===== src/rtl/spi_master_gen_if.sv =====
// Controller- and pad-side signals of spi_master_gen; cs_hold exists only with SPI_CS_HOLD_EN.
// Modport master is the SPI engine, modport slave is the controller/pad side driving it.
interface spi_master_gen_if #(
    parameter int DATA_W = 8,
    parameter int NUM_CS = 1
);
    localparam int CS_W = (NUM_CS > 1) ? $clog2(NUM_CS) : 1;

    logic              start;
    logic [DATA_W-1:0] data_in;
    logic [CS_W-1:0]   cs_sel;
`ifdef SPI_CS_HOLD_EN
    logic              cs_hold;
`endif
    logic [DATA_W-1:0] data_out;
    logic              busy;
    logic              done;
    logic              sd_clk;
    logic              sd_in;
    logic              sd_out;
    logic [NUM_CS-1:0] sd_cs;

`ifdef SPI_CS_HOLD_EN
    modport master (
        input  start, data_in, cs_sel, cs_hold, sd_out,
        output data_out, busy, done, sd_clk, sd_in, sd_cs
    );
    modport slave (
        output start, data_in, cs_sel, cs_hold, sd_out,
        input  data_out, busy, done, sd_clk, sd_in, sd_cs
    );
`else
    modport master (
        input  start, data_in, cs_sel, sd_out,
        output data_out, busy, done, sd_clk, sd_in, sd_cs
    );
    modport slave (
        output start, data_in, cs_sel, sd_out,
        input  data_out, busy, done, sd_clk, sd_in, sd_cs
    );
`endif
endinterface


===== src/rtl/spi_master_gen.sv =====
// Full-duplex SPI master, all CPOL/CPHA modes; done (2*DATA_W+2)*CLK_DIV+1 cycles after start, optional SPI_CS_HOLD_EN.
// No backpressure: start is honoured only while busy=0 and is otherwise dropped, never queued.
module spi_master_gen #(
    parameter int DATA_W  = 8,
    parameter int CLK_DIV = 4,
    parameter int NUM_CS  = 1,
    parameter bit CPOL    = 1'b0,
    parameter bit CPHA    = 1'b0
) (
    input logic              clk,
    input logic              rst,
    spi_master_gen_if.master bus
);
    localparam int CS_W  = (NUM_CS > 1) ? $clog2(NUM_CS) : 1;
    localparam int CNT_W = (CLK_DIV > 1) ? $clog2(CLK_DIV) : 1;
    localparam int TOG_W = $clog2(2 * DATA_W);

    typedef enum logic [1:0] {IDLE, LEAD, XFER, TRAIL} state_t;

    state_t            state;
    logic [CNT_W-1:0]  cnt;
    logic [TOG_W-1:0]  tog;
    logic [DATA_W-1:0] tx_sr;
    logic [DATA_W-1:0] rx_sr;
    logic [DATA_W-1:0] dout;
    logic [NUM_CS-1:0] cs_n;
    logic              sclk;
    logic              mosi;
    logic              busy_q;
    logic              done_q;
`ifdef SPI_CS_HOLD_EN
    logic              hold_lat;
    logic              held;
    logic [CS_W-1:0]   held_sel;
`endif

    logic cnt_tc;
    logic tog_last;
    assign cnt_tc   = (cnt == CNT_W'(CLK_DIV - 1));
    assign tog_last = (tog == TOG_W'(2 * DATA_W - 1));

    // An out-of-range index matches no line, so every CS stays high.
    function automatic logic [NUM_CS-1:0] cs_mask(input logic [CS_W-1:0] s);
        logic [NUM_CS-1:0] m;
        m = '1;
        for (int i = 0; i < NUM_CS; i++) begin
            if (s == CS_W'(i)) m[i] = 1'b0;
        end
        return m;
    endfunction

    always_ff @(posedge clk) begin
        if (rst) begin
            state  <= IDLE;
            cnt    <= '0;
            tog    <= '0;
            tx_sr  <= '0;
            rx_sr  <= '0;
            dout   <= '0;
            cs_n   <= '1;
            sclk   <= CPOL;
            mosi   <= 1'b1;
            busy_q <= 1'b0;
            done_q <= 1'b0;
`ifdef SPI_CS_HOLD_EN
            hold_lat <= 1'b0;
            held     <= 1'b0;
            held_sel <= '0;
`endif
        end else begin
            done_q <= 1'b0;
            case (state)
                IDLE: begin
                    // busy is still high in the done cycle, which blocks a back-to-back start.
                    if (!busy_q && bus.start) begin
                        tx_sr  <= bus.data_in;
                        cs_n   <= cs_mask(bus.cs_sel);
                        busy_q <= 1'b1;
                        cnt    <= '0;
                        tog    <= '0;
                        state  <= LEAD;
                        if (CPHA == 1'b0) mosi <= bus.data_in[DATA_W-1];
`ifdef SPI_CS_HOLD_EN
                        hold_lat <= bus.cs_hold;
                        held     <= 1'b0;
                        held_sel <= bus.cs_sel;
                        if (held && (bus.cs_sel == held_sel)) state <= XFER;
`endif
                    end else begin
                        busy_q <= 1'b0;
`ifdef SPI_CS_HOLD_EN
                        if (held && !bus.cs_hold) begin
                            cs_n <= '1;
                            held <= 1'b0;
                        end
`endif
                    end
                end
                LEAD: begin
                    if (cnt_tc) begin
                        cnt   <= '0;
                        state <= XFER;
                    end else begin
                        cnt <= cnt + 1'b1;
                    end
                end
                XFER: begin
                    if (cnt_tc) begin
                        cnt  <= '0;
                        sclk <= ~sclk;
                        tog  <= tog + 1'b1;
                        // tog counts completed toggles, so an even count means this one is leading.
                        if (tog[0] == 1'b0) begin
                            if (CPHA == 1'b0) begin
                                rx_sr <= {rx_sr[DATA_W-2:0], bus.sd_out};
                            end else begin
                                mosi  <= tx_sr[DATA_W-1];
                                tx_sr <= tx_sr << 1;
                            end
                        end else begin
                            if (CPHA == 1'b0) begin
                                if (!tog_last) begin
                                    mosi  <= tx_sr[DATA_W-2];
                                    tx_sr <= tx_sr << 1;
                                end
                            end else begin
                                rx_sr <= {rx_sr[DATA_W-2:0], bus.sd_out};
                            end
                        end
                        if (tog_last) state <= TRAIL;
                    end else begin
                        cnt <= cnt + 1'b1;
                    end
                end
                TRAIL: begin
                    if (cnt_tc) begin
                        cnt    <= '0;
                        state  <= IDLE;
                        done_q <= 1'b1;
                        dout   <= rx_sr;
                        mosi   <= 1'b1;
`ifdef SPI_CS_HOLD_EN
                        if (hold_lat) held <= 1'b1;
                        else          cs_n <= '1;
`else
                        cs_n   <= '1;
`endif
                    end else begin
                        cnt <= cnt + 1'b1;
                    end
                end
                default: state <= IDLE;
            endcase
        end
    end

    assign bus.sd_clk   = sclk;
    assign bus.sd_in    = mosi;
    assign bus.sd_cs    = cs_n;
    assign bus.busy     = busy_q;
    assign bus.done     = done_q;
    assign bus.data_out = dout;
endmodule


===== src/flat_wrapper.sv =====
// flat-port wrapper written by rule: the top's interface ports become plain ports
module spi_master_gen_flat 
#(
    parameter int DATA_W  = 8,
    parameter int CLK_DIV = 4,
    parameter int NUM_CS  = 1,
    parameter bit CPOL    = 1'b0,
    parameter bit CPHA    = 1'b0
)
  (clk, rst, bus_start, bus_data_in, bus_cs_sel, bus_sd_out, bus_data_out, bus_busy, bus_done, bus_sd_clk, bus_sd_in, bus_sd_cs);
  spi_master_gen_if #(.DATA_W(DATA_W), .NUM_CS(NUM_CS)) bus_i ();
  input logic clk;
  input logic rst;
  input wire logic [$bits(bus_i.start)-1:0] bus_start;
  input wire logic [$bits(bus_i.data_in)-1:0] bus_data_in;
  input wire logic [$bits(bus_i.cs_sel)-1:0] bus_cs_sel;
  input wire logic [$bits(bus_i.sd_out)-1:0] bus_sd_out;
  output wire logic [$bits(bus_i.data_out)-1:0] bus_data_out;
  output wire logic [$bits(bus_i.busy)-1:0] bus_busy;
  output wire logic [$bits(bus_i.done)-1:0] bus_done;
  output wire logic [$bits(bus_i.sd_clk)-1:0] bus_sd_clk;
  output wire logic [$bits(bus_i.sd_in)-1:0] bus_sd_in;
  output wire logic [$bits(bus_i.sd_cs)-1:0] bus_sd_cs;
  assign bus_i.start = bus_start;
  assign bus_i.data_in = bus_data_in;
  assign bus_i.cs_sel = bus_cs_sel;
  assign bus_i.sd_out = bus_sd_out;
  assign bus_data_out = bus_i.data_out;
  assign bus_busy = bus_i.busy;
  assign bus_done = bus_i.done;
  assign bus_sd_clk = bus_i.sd_clk;
  assign bus_sd_in = bus_i.sd_in;
  assign bus_sd_cs = bus_i.sd_cs;
  spi_master_gen #(.DATA_W(DATA_W), .CLK_DIV(CLK_DIV), .NUM_CS(NUM_CS), .CPOL(CPOL), .CPHA(CPHA)) u_core (.clk(clk), .rst(rst), .bus(bus_i));
endmodule

===== config.mk =====
export PLATFORM = sky130hd
export DESIGN_NAME = spi_master_gen_flat
export DESIGN_NICKNAME = d
export VERILOG_FILES = /design/src/rtl/spi_master_gen_if.sv /design/src/rtl/spi_master_gen.sv /design/src/flat_wrapper.sv
export SDC_FILE = /design/constraint.sdc
export NUM_CORES = 1
export LEC_CHECK = 0
export ABC_AREA = 1
export CORE_ASPECT_RATIO = 2
export CORE_UTILIZATION = 55
export CTS_CLUSTER_DIAMETER = 120
export DETAILED_ROUTE_END_ITERATION = 16
export PLACE_DENSITY = 0.82
export SYNTH_ARGS = -nofsm -noshare
export SYNTH_HDL_FRONTEND = slang
export SYNTH_SLANG_ARGS = --single-unit
export TNS_END_PERCENT = 100

===== constraint.sdc =====
create_clock -name clk -period 2.6 [get_ports clk]
set_input_delay 0.52 -clock clk [delete_from_list [all_inputs] [get_ports clk]]
set_output_delay 0.52 -clock clk [all_outputs]
set_load 0.02 [all_outputs]

Word-level counts from Yosys, hierarchy flattened

Cells that the tools add are included.

Add/subtract/negate cells: 2
Eq/ne operators: 12
Multiplexer cells: 28
Bitwise logic cells: 3
Reduce and logical (&&, ||, !) cells: 16

Operators with widths:

| kind                  | count |
|---|---|
| $mux W7               | 4 |
| $mux W2               | 7 |
| $pmux W7 S2           | 1 |
| $ne A2 B1 Y1 const B  | 6 |
| $reduce_and A5 Y1     | 2 |
| $mux W1               | 9 |
| $reduce_and A3 Y1     | 3 |
| $mux W4               | 2 |
| $pmux W2 S4           | 1 |
| $pmux W4 S2           | 1 |
| $eq A2 B2 Y1 const B  | 3 |
| $reduce_and A6 Y1     | 1 |
| $add A4 B1 Y4 const B | 1 |
| $eq A4 B4 Y1 const B  | 1 |
| $pmux W2 S2           | 1 |
| $reduce_and A2 Y1     | 2 |
| $reduce_bool A2 Y1    | 2 |
| $not A1 Y1            | 3 |
| $pmux W1 S3           | 1 |
| $reduce_bool A3 Y1    | 1 |
| $reduce_or A3 Y1      | 1 |
| $add A2 B1 Y2 const B | 1 |
| $eq A2 B1 Y1 const B  | 1 |
| $logic_not A2 Y1      | 1 |
| 5 further kinds       | 5 |

Register bits after elaboration: 36
Input port bits: 13
Output and inout port bits: 13
Logic and storage cells: 72

Longest topological paths before layout

Gate-level depths: netlist of the first run.

Depth after elaboration: 5
Depth in mapped cells: 11
Gate-level depth less buffers: 10

Least setup slack after synthesis of the first run

OpenSTA, ideal clock, no wires.

Path kind: register to register
Start: register u_core.state[0]
End: register u_core.tx_sr[1]
Library setup time: 0.113 ns
Data arrival time: 1.349 ns
Setup slack: 1.139 ns
Stages on the path, launching flop included: 10
Clock period less this slack: 1.461 ns
Cell sequence: dfxtp_1 -> inv_1 -> ha_1 -> o21ai_2 -> nand2_4 -> nor2_4 -> buf_6 -> nand2_1 -> nand2_1 -> nor2_1

Longest elaborated chain between the ends: 3
Elaborated cells on any way between the ends: 9
Those cells by class: 5 x eq/ne; 1 x mux; 3 x reduce/logical

RTL lines:

| what                                                 | line                  | source |
|---|---|---|
| start: declaration                                   | spi_master_gen.sv:20  | `state_t state;` |
| start signal: assignment                             | spi_master_gen.sv:54  | `state <= IDLE;` |
| start signal: assignment                             | spi_master_gen.sv:81  | `state <= LEAD;` |
| start signal: assignment                             | spi_master_gen.sv:102 | `state <= XFER;` |
| $eq A2 B2 Y1 or $logic_not A2 Y1 (tied branches)     | spi_master_gen.sv:72  | `case (state)` |
| $ne A2 B1 Y1 (no line), or another cell as far along | n/a                   |  |
| $reduce_and A5 Y1 (no line)                          | n/a                   |  |
| end signal: assignment                               | spi_master_gen.sv:76  | `tx_sr <= bus.data_in;` |
| end signal: assignment                               | spi_master_gen.sv:118 | `tx_sr <= tx_sr << 1;` |
| end signal: assignment                               | spi_master_gen.sv:124 | `tx_sr <= tx_sr << 1;` |
| end: declaration                                     | spi_master_gen.sv:23  | `logic [DATA_W-1:0] tx_sr;` |

Several ways; a longest one is shown, not always the timed one.
A chain may end at the register's enable or synchronous reset.

==> results of run 1 <==
==> state kept, by name, indices dropped and copies added (netlist names) <==
register	count
u_core.bus.sd_cs	1
u_core.bus.sd_in	1
u_core.state	2
u_core.bus.sd_clk	1
u_core.tx_sr	7
u_core.bus.busy	1
u_core.tog	4
u_core.bus.data_out	8
u_core.cnt	2
u_core.bus.done	1
u_core.rx_sr	8
==> cells in the mapped netlist, drive strengths merged <==
library cell | n | area (um^2)
dfxtp | 36 | 721
nand2 | 36 | 145
nor2 | 32 | 143
a21oi | 23 | 115
inv | 22 | 82.6
o21ai | 22 | 118
nand3 | 9 | 45.0
ha | 8 | 100
buf | 6 | 36.3
mux2i | 6 | 60.1
a211oi | 2 | 15.0
nand4 | 2 | 12.5
o21bai | 2 | 15.0
xor2 | 2 | 17.5
clkbuf | 1 | 3.75
clkinv | 1 | 3.75
nor3 | 1 | 5.00
o211ai | 1 | 7.51
==> logic make-up after synthesis <==
kind of cell    count (synthesis)  share of synthesized area
mux                             6                     0.0365
buf+inv                        30                     0.0768
flops                          36                      0.438
fa+ha+maj                       8                     0.0608
xor+xnor                        2                     0.0106
compound gates                 50                      0.164
simple gates                   80                      0.213
==> routing by layer <==
layer  GRT usage  routed length [um]
met2       0.424                1770
met3      0.0503                 124
met4       0.147                  78
met1       0.254                1230
met5           0                   0
==> how the worst min path moves through the flow <==
stage	from	to	slack (ns)	cells after the start
finish	u_core.rx_sr[7]	u_core.rx_sr[7]	0.45	2
detailed placement	u_core.rx_sr[7]	u_core.rx_sr[7]	0.44	2
global route	u_core.cnt[1]	u_core.cnt[1]	0.50	2
global placement	u_core.rx_sr[7]	u_core.rx_sr[7]	0.44	2
floorplan	u_core.rx_sr[7]	u_core.bus.data_out[7]	0.43	2
CTS	u_core.rx_sr[7]	u_core.rx_sr[7]	0.46	2
==> power by group <==
group          internal [W]  leakage (nW)  switching [W]
clock              0.000338        0.0645       0.000202
combinational      0.000281         0.491       0.000451
sequential         0.000644         0.293      0.0000607
==> through the flow <==
| stage | setup WS (ns) | hold WS, ns |
|---|---|---|
| floorplan | 1.14 | 0.430 |
| global placement | 0.506 | 0.439 |
| global route | 0.631 | 0.496 |
| finish | 0.814 | 0.451 |
| detailed placement | 0.506 | 0.445 |
| CTS | 0.779 | 0.456 |
==> layout by cell type, fill, tap and decap left out, drive strengths merged <==
master         count
nand3              9
nand4              2
xor2               2
a211oi             2
dfxtp             36
o211ai             1
a21oi             23
o21bai             2
bufinv             1
nor3               1
clkdlybuf4s50     25
clkbuf             7
mux2i              6
nand2             36
ha                 8
buf                2
clkinv             1
nor2              32
o21ai             22
inv               22
==> worst min-delay path, cell delays in order, from the launching register on <==
cell	delay, ns
dfxtp_1	0.30
inv_1	0.06
a21oi_1	0.05
==> final cells by class <==
type                            count  area (um^2)
Tap cell                           29         36.3
Fill cell                         223          771
Clock inverter                      1         30.0
Timing Repair Buffer               27          265
Inverter                           23         86.3
Sequential cell                    36          721
Clock buffer                        7         96.3
Multi-Input combinational cell    146          798
==> results.md, run 1 <==
- Status: finished, final reports clean
- Site row count: 27
- Crit-path slowest cell: clkdlybuf4s50_1
- Cell area after placement: 0.00191 mm^2
- Deepest clock path buffer count: 2
- Max stage delay on crit path: 0.63 ns
- Design area: 0.00203 mm^2
- ANT cells: 0
- Area Growth Syn to Fin: 23.6%
- Mapped Cells: 212
- Final setup fails: 0
- Max rail drop VDD: 701 uV
- WS Path Type: in -> reg
- Layout Nets: 260
- Starting Density: 0.587
- Vias: 1446
- Post-Syn Area: 0.00165 mm^2
- Core box area: 0.00280 mm^2
- Vias in the first global route: 1426
- Fin util: 0.725
- Crit path cell chain: clkdlybuf4s50_1 -> clkinv_1 -> buf_4 -> o21ai_0 -> a21oi_1
- Seq cells post-synth: 36
- CTS sink cnt: 36
- DP Cell Count: 261
- Setup crit end kind: register
- DRT Wirelength: 3.20 mm
- Worst path depth: 5
- Rel. slew slack: 0.717
- H-tree Lvls: 2
- Pin count of the biggest net entering global routing: 17
- LEAKAGE: 0.849 nW
- Timing endpoint of the critical path: u_core.bus.data_out[4]
- First-pass GRT wire length: 5.67 mm
- Post-DR wirelength/cell: 11.9 um
- I/O Buffers: 25
- Hold Crit Class: reg -> reg
- Clk slew on worst S/H paths: 0.07 ns
- Die W: 40.7 um
- DRC errors left: 0
- Gr usage total: 0.249
- Setup TNS: 0 ns
- R2R Setup Slk: 0.94 ns
- Drt via density: 5.38
- Final Hold Viols: 0
- Post-CTS Setup Bufs: 0
- Reg2Reg Launch Point: u_core.state[0]
- GPL Wtd Cong: 0.878
- RSZ-0062 raised after global routing: false
- Buf/Inv on CP: 3
- Initial antenna violation count: 0
- Syn_nets: 233
- CTS tree: built
- Final worst path period need: 1.79 ns
- Arrival @ worst endpoint: 1.95 ns
- Clock Latency Late Sink: 0.29 ns
- Total CTS buffers: 5
- Mean Syn Cell Area: 7.76 um^2
- CP startpoint kind: input port
- Layout Skew: 0.00297 ns
- Worst slew pin tran: 0.424 ns
- CP Max Fanout: 16
- Remaining global-route overflow: 0
- Share of cells above drive strength 1: 0.0792
- Chip Height: 79.4 um
- CTS root buf: clkbuf_8
- Pwr/cell area: 972 mW/mm^2
- Total Power: 0.00198 W
- Reg-to-reg endpoint: u_core.tx_sr[4]
- First DRT Iteration DRCs: 54
- Yosys warnings: 0
- CTS Hold Buffers Added: 0
- Tcrit/Tclk final: 0.687
- CP top delay family: buffers and inverters
- Final Non-Filler Cells: 269
- Post-DP HPWL: 2.38 mm
- Post-CTS Resized: 0
- Fmax achieved: 0.560 GHz
- Reg2reg path depth: 8
- Die area: 0.00323 mm^2
- Register area share after synthesis: 0.438
- Worst Setup SP: rst
- Max Cap Violations: 0
- IO Count: 26
- Antenna-violating nets left: 0
- Distinct cell type count after synthesis: 24
- Slew Viols, Final: 0
- Worst Path Required: 2.77 ns
- TritonRoute pass-1 iters: 4
(Power assumes the default switching activity.)
==> run 2: changes to the inputs <==
- CORE_UTILIZATION: 55 -> 47
- PLACE_DENSITY: 0.82 -> 0.74
- clock period: 2.6 -> 1.5 ns (I/O delays scaled with it)
==> run 2 against run 1 <==
The flow now finishes with violations (design-rule violations); die area rose by 16%; sequential share of layout area down 1.9 points; critical path depth rose by 5; clock power rose by 27%; combinational power grew 110%; count of clock-buffer cells in the layout is 2 lower; critical path type is now reg -> reg; highest routed layer unchanged.
==> results.md, run 2 (same netlist as run 1, synthesis figures left out) <==
- Status: finished with violations (was finished, final reports clean)
- Violated checks: design-rule violations
- TritonRoute pass-1 iters: 14 (was 4)
- Post-DR wirelength/cell: 12.2 um (was 11.9 um)
- Layout Nets: 272 (was 260)
- Slew Viols, Final: 0 (unchanged)
- Antenna-violating nets left: 0 (unchanged)
- Deepest clock path buffer count: 2 (unchanged)
- Vias in the first global route: 1435 (was 1426)
- Final Non-Filler Cells: 284 (was 269)
- DP Cell Count: 275 (was 261)
- Cell mode on critical path: nand2_1
- Worst Path Required: 1.67 ns (was 2.77 ns)
- Post-DP HPWL: 2.42 mm (was 2.38 mm)
- H-tree Lvls: 2 (unchanged)
- Arrival @ worst endpoint: 1.60 ns (was 1.95 ns)
- Total CTS buffers: 5 (unchanged)
- First-pass GRT wire length: 5.89 mm (was 5.67 mm)
- Reg2reg path depth: 10 (was 8)
- Chip Height: 85.7 um (was 79.4 um)
- Setup crit end kind: register (unchanged)
- CTS Hold Buffers Added: 0 (unchanged)
- CTS root buf: clkbuf_8 (unchanged)
- Reg-to-reg endpoint: u_core.bus.sd_in (was u_core.tx_sr[4])
- CP startpoint kind: register (was input port)
- Hold Crit Class: reg -> reg (unchanged)
- Pin count of the biggest net entering global routing: 17 (unchanged)
- LEAKAGE: 0.943 nW (was 0.849 nW)
- Initial antenna violation count: 0 (unchanged)
- DRC errors left: 1 (was 0)
- GPL Wtd Cong: 0.801 (was 0.878)
- Tcrit/Tclk final: 0.952
- Min-Delay Endpoint: u_core.rx_sr[7] (unchanged)
- Clk slew on worst S/H paths: 0.08 ns (was 0.07 ns)
- CP Max Fanout: 3 (was 16)
- Pwr/cell area: 1610 mW/mm^2 (was 972 mW/mm^2)
- Vias: 1489 (was 1446)
- Layout Skew: 0.00975 ns (was 0.00297 ns)
- Remaining global-route overflow: 0 (unchanged)
- Reg2Reg Launch Point: u_core.state[0] (unchanged)
- RSZ-0062 raised after global routing: true (was false)
- Pre-CTS setup slack: -0.179 ns (was 0.506 ns)
- ANT cells: 0 (unchanged)
- Area Growth Syn to Fin: 31.6% (was 23.6%)
- CP top delay family: simple AND/OR/NAND/NOR gates (was buffers and inverters)
- I/O Buffers: 25 (unchanged)
- Starting Density: 0.487 (was 0.587)
- CTS sink cnt: 36 (unchanged)
- Crit-path slowest cell: dfxtp_2 (was clkdlybuf4s50_1)
- WS Path Type: reg -> reg (was in -> reg)
- Most frequent cells in the layout: 34 x nand2_1, 33 x dfxtp_1, 25 x nor2_1 (was 36 x dfxtp_1, 34 x nand2_1, 27 x nor2_1)
- Setup ws final: 0.0716 ns (was 0.814 ns)
- DRT Wirelength: 3.47 mm (was 3.20 mm)
- Rel. slew slack: 0.828 (was 0.717)
- Site row count: 30 (was 27)
- IO Count: 26 (unchanged)
- Die W: 43.8 um (was 40.7 um)
- Buf/Inv on CP: 3 (unchanged)
- Core box area: 0.00338 mm^2 (was 0.00280 mm^2)
- Drt via density: 5.24 (was 5.38)
- Final Hold Viols: 0 (unchanged)
- Clock Latency Late Sink: 0.30 ns (was 0.29 ns)
- Most common cell after layout, fill and taps aside: nand2_1 (was dfxtp_1)
- Gr usage total: 0.209 (was 0.249)
- Crit path cell chain: buf_4 -> ha_1 -> inv_1 -> nor2_1 -> inv_1 -> nand2_1 -> nor2_2 -> nand2_1 -> nand2_1 -> nand3_1 (was clkdlybuf4s50_1 -> clkinv_1 -> buf_4 -> o21ai_0 -> a21oi_1)
- R2R Setup Slk: 0.07 ns (was 0.94 ns)
- Hold depth: 2 (unchanged)
- Max Cap Violations: 0 (unchanged)
- Max stage delay on crit path: 0.32 ns (was 0.63 ns)
- Final worst path period need: 1.43 ns
- WHS: 0.458 ns (was 0.451 ns)
- First DRT Iteration DRCs: 41 (was 54)
- Worst slew pin tran: 0.257 ns (was 0.424 ns)
- Die area: 0.00376 mm^2 (was 0.00323 mm^2)
- Min-Delay Startpoint: u_core.rx_sr[7] (unchanged)
- Max rail drop VDD: 1170 uV (was 701 uV)
- Fmax achieved: 0.700 GHz
- Share of cells above drive strength 1: 0.187 (was 0.0792)
- Final setup fails: 0 (unchanged)
- CTS tree: built (unchanged)
run 2: layer usage:
| metal | part of all wire | global-route usage |
|---|---|---|
| met2 | 0.55 | 0.376 |
| met4 | 0.035 | 0.122 |
| met1 | 0.39 | 0.206 |
| met5 | 0 | 0 |
| met3 | 0.029 | 0.0505 |
run 2: what timing repair did:
| action | in CTS | in global routing |
|---|---|---|
| setup buffers | 0 | 0 |
| resized for setup | 20 | 23 |
| pin swaps | 2 | 3 |
| gates cloned | 1 | 0 |
| setup endpoints to repair | 25 | 22 |
| hold endpoints to repair | 0 | 0 |
run 2: per-stage QoR:
step	instance area, um^2	total power (W)	setup TNS (ns)	utilization
final	2170	0.00349	0	0.641
after global routing	2170	0.00378	-0.0424	0.641
after CTS	2100	0.00335	0	0.621
after detailed placement	2010	0.00262	-1.53	0.594
after global placement	2010	0.00259	-1.37	0.594
after floorplan	1650	0.00223	0	-
run 2: worst register-to-register path: stages (launching register included):
cell and delay, ns:
dfxtp_2 0.32, buf_4 0.14, ha_1 0.22, inv_1 0.10
nor2_1 0.06, inv_1 0.07, nand2_1 0.09, nor2_2 0.13
nand2_1 0.07, nand2_1 0.06, nand3_1 0.06
run 2: how the worst max path moves through the flow:
| stage | from | depth (start not counted) | to |
|---|---|---|---|
| 3_3_place_gp | bus_start | 7 | u_core.tog[3] |
| 2_1_floorplan | u_core.state[0] | 9 | u_core.tx_sr[1] |
| 5_1_grt | u_core.state[0] | 10 | u_core.bus.sd_in |
| 3_5_place_dp | bus_start | 8 | u_core.tx_sr[3] |
| 6_report | u_core.state[0] | 10 | u_core.bus.sd_in |
| 4_1_cts | u_core.state[1] | 10 | u_core.tog[3] |
run 2: cell type report:
class,count,area [um^2]
Sequential cell,36,727
Clock inverter,3,18.8
Tap cell,32,40.0
Timing Repair Buffer,38,348
Clock buffer,5,68.8
Inverter,23,88.8
Multi-Input combinational cell,147,875
Fill cell,298,1210
run 2: power breakdown:
part / internal (W) / total (W) / switching (W)
sequential: 0.00112 / 0.00124 / 0.000120
clock: 0.000323 / 0.000685 / 0.000362
combinational: 0.000656 / 0.00156 / 0.000904
==> run 3: changes to the inputs <==
- CAP_MARGIN: not set -> 5
==> results of run 3 <==
Final layout, timing and power as in run 2 (identical DEF).
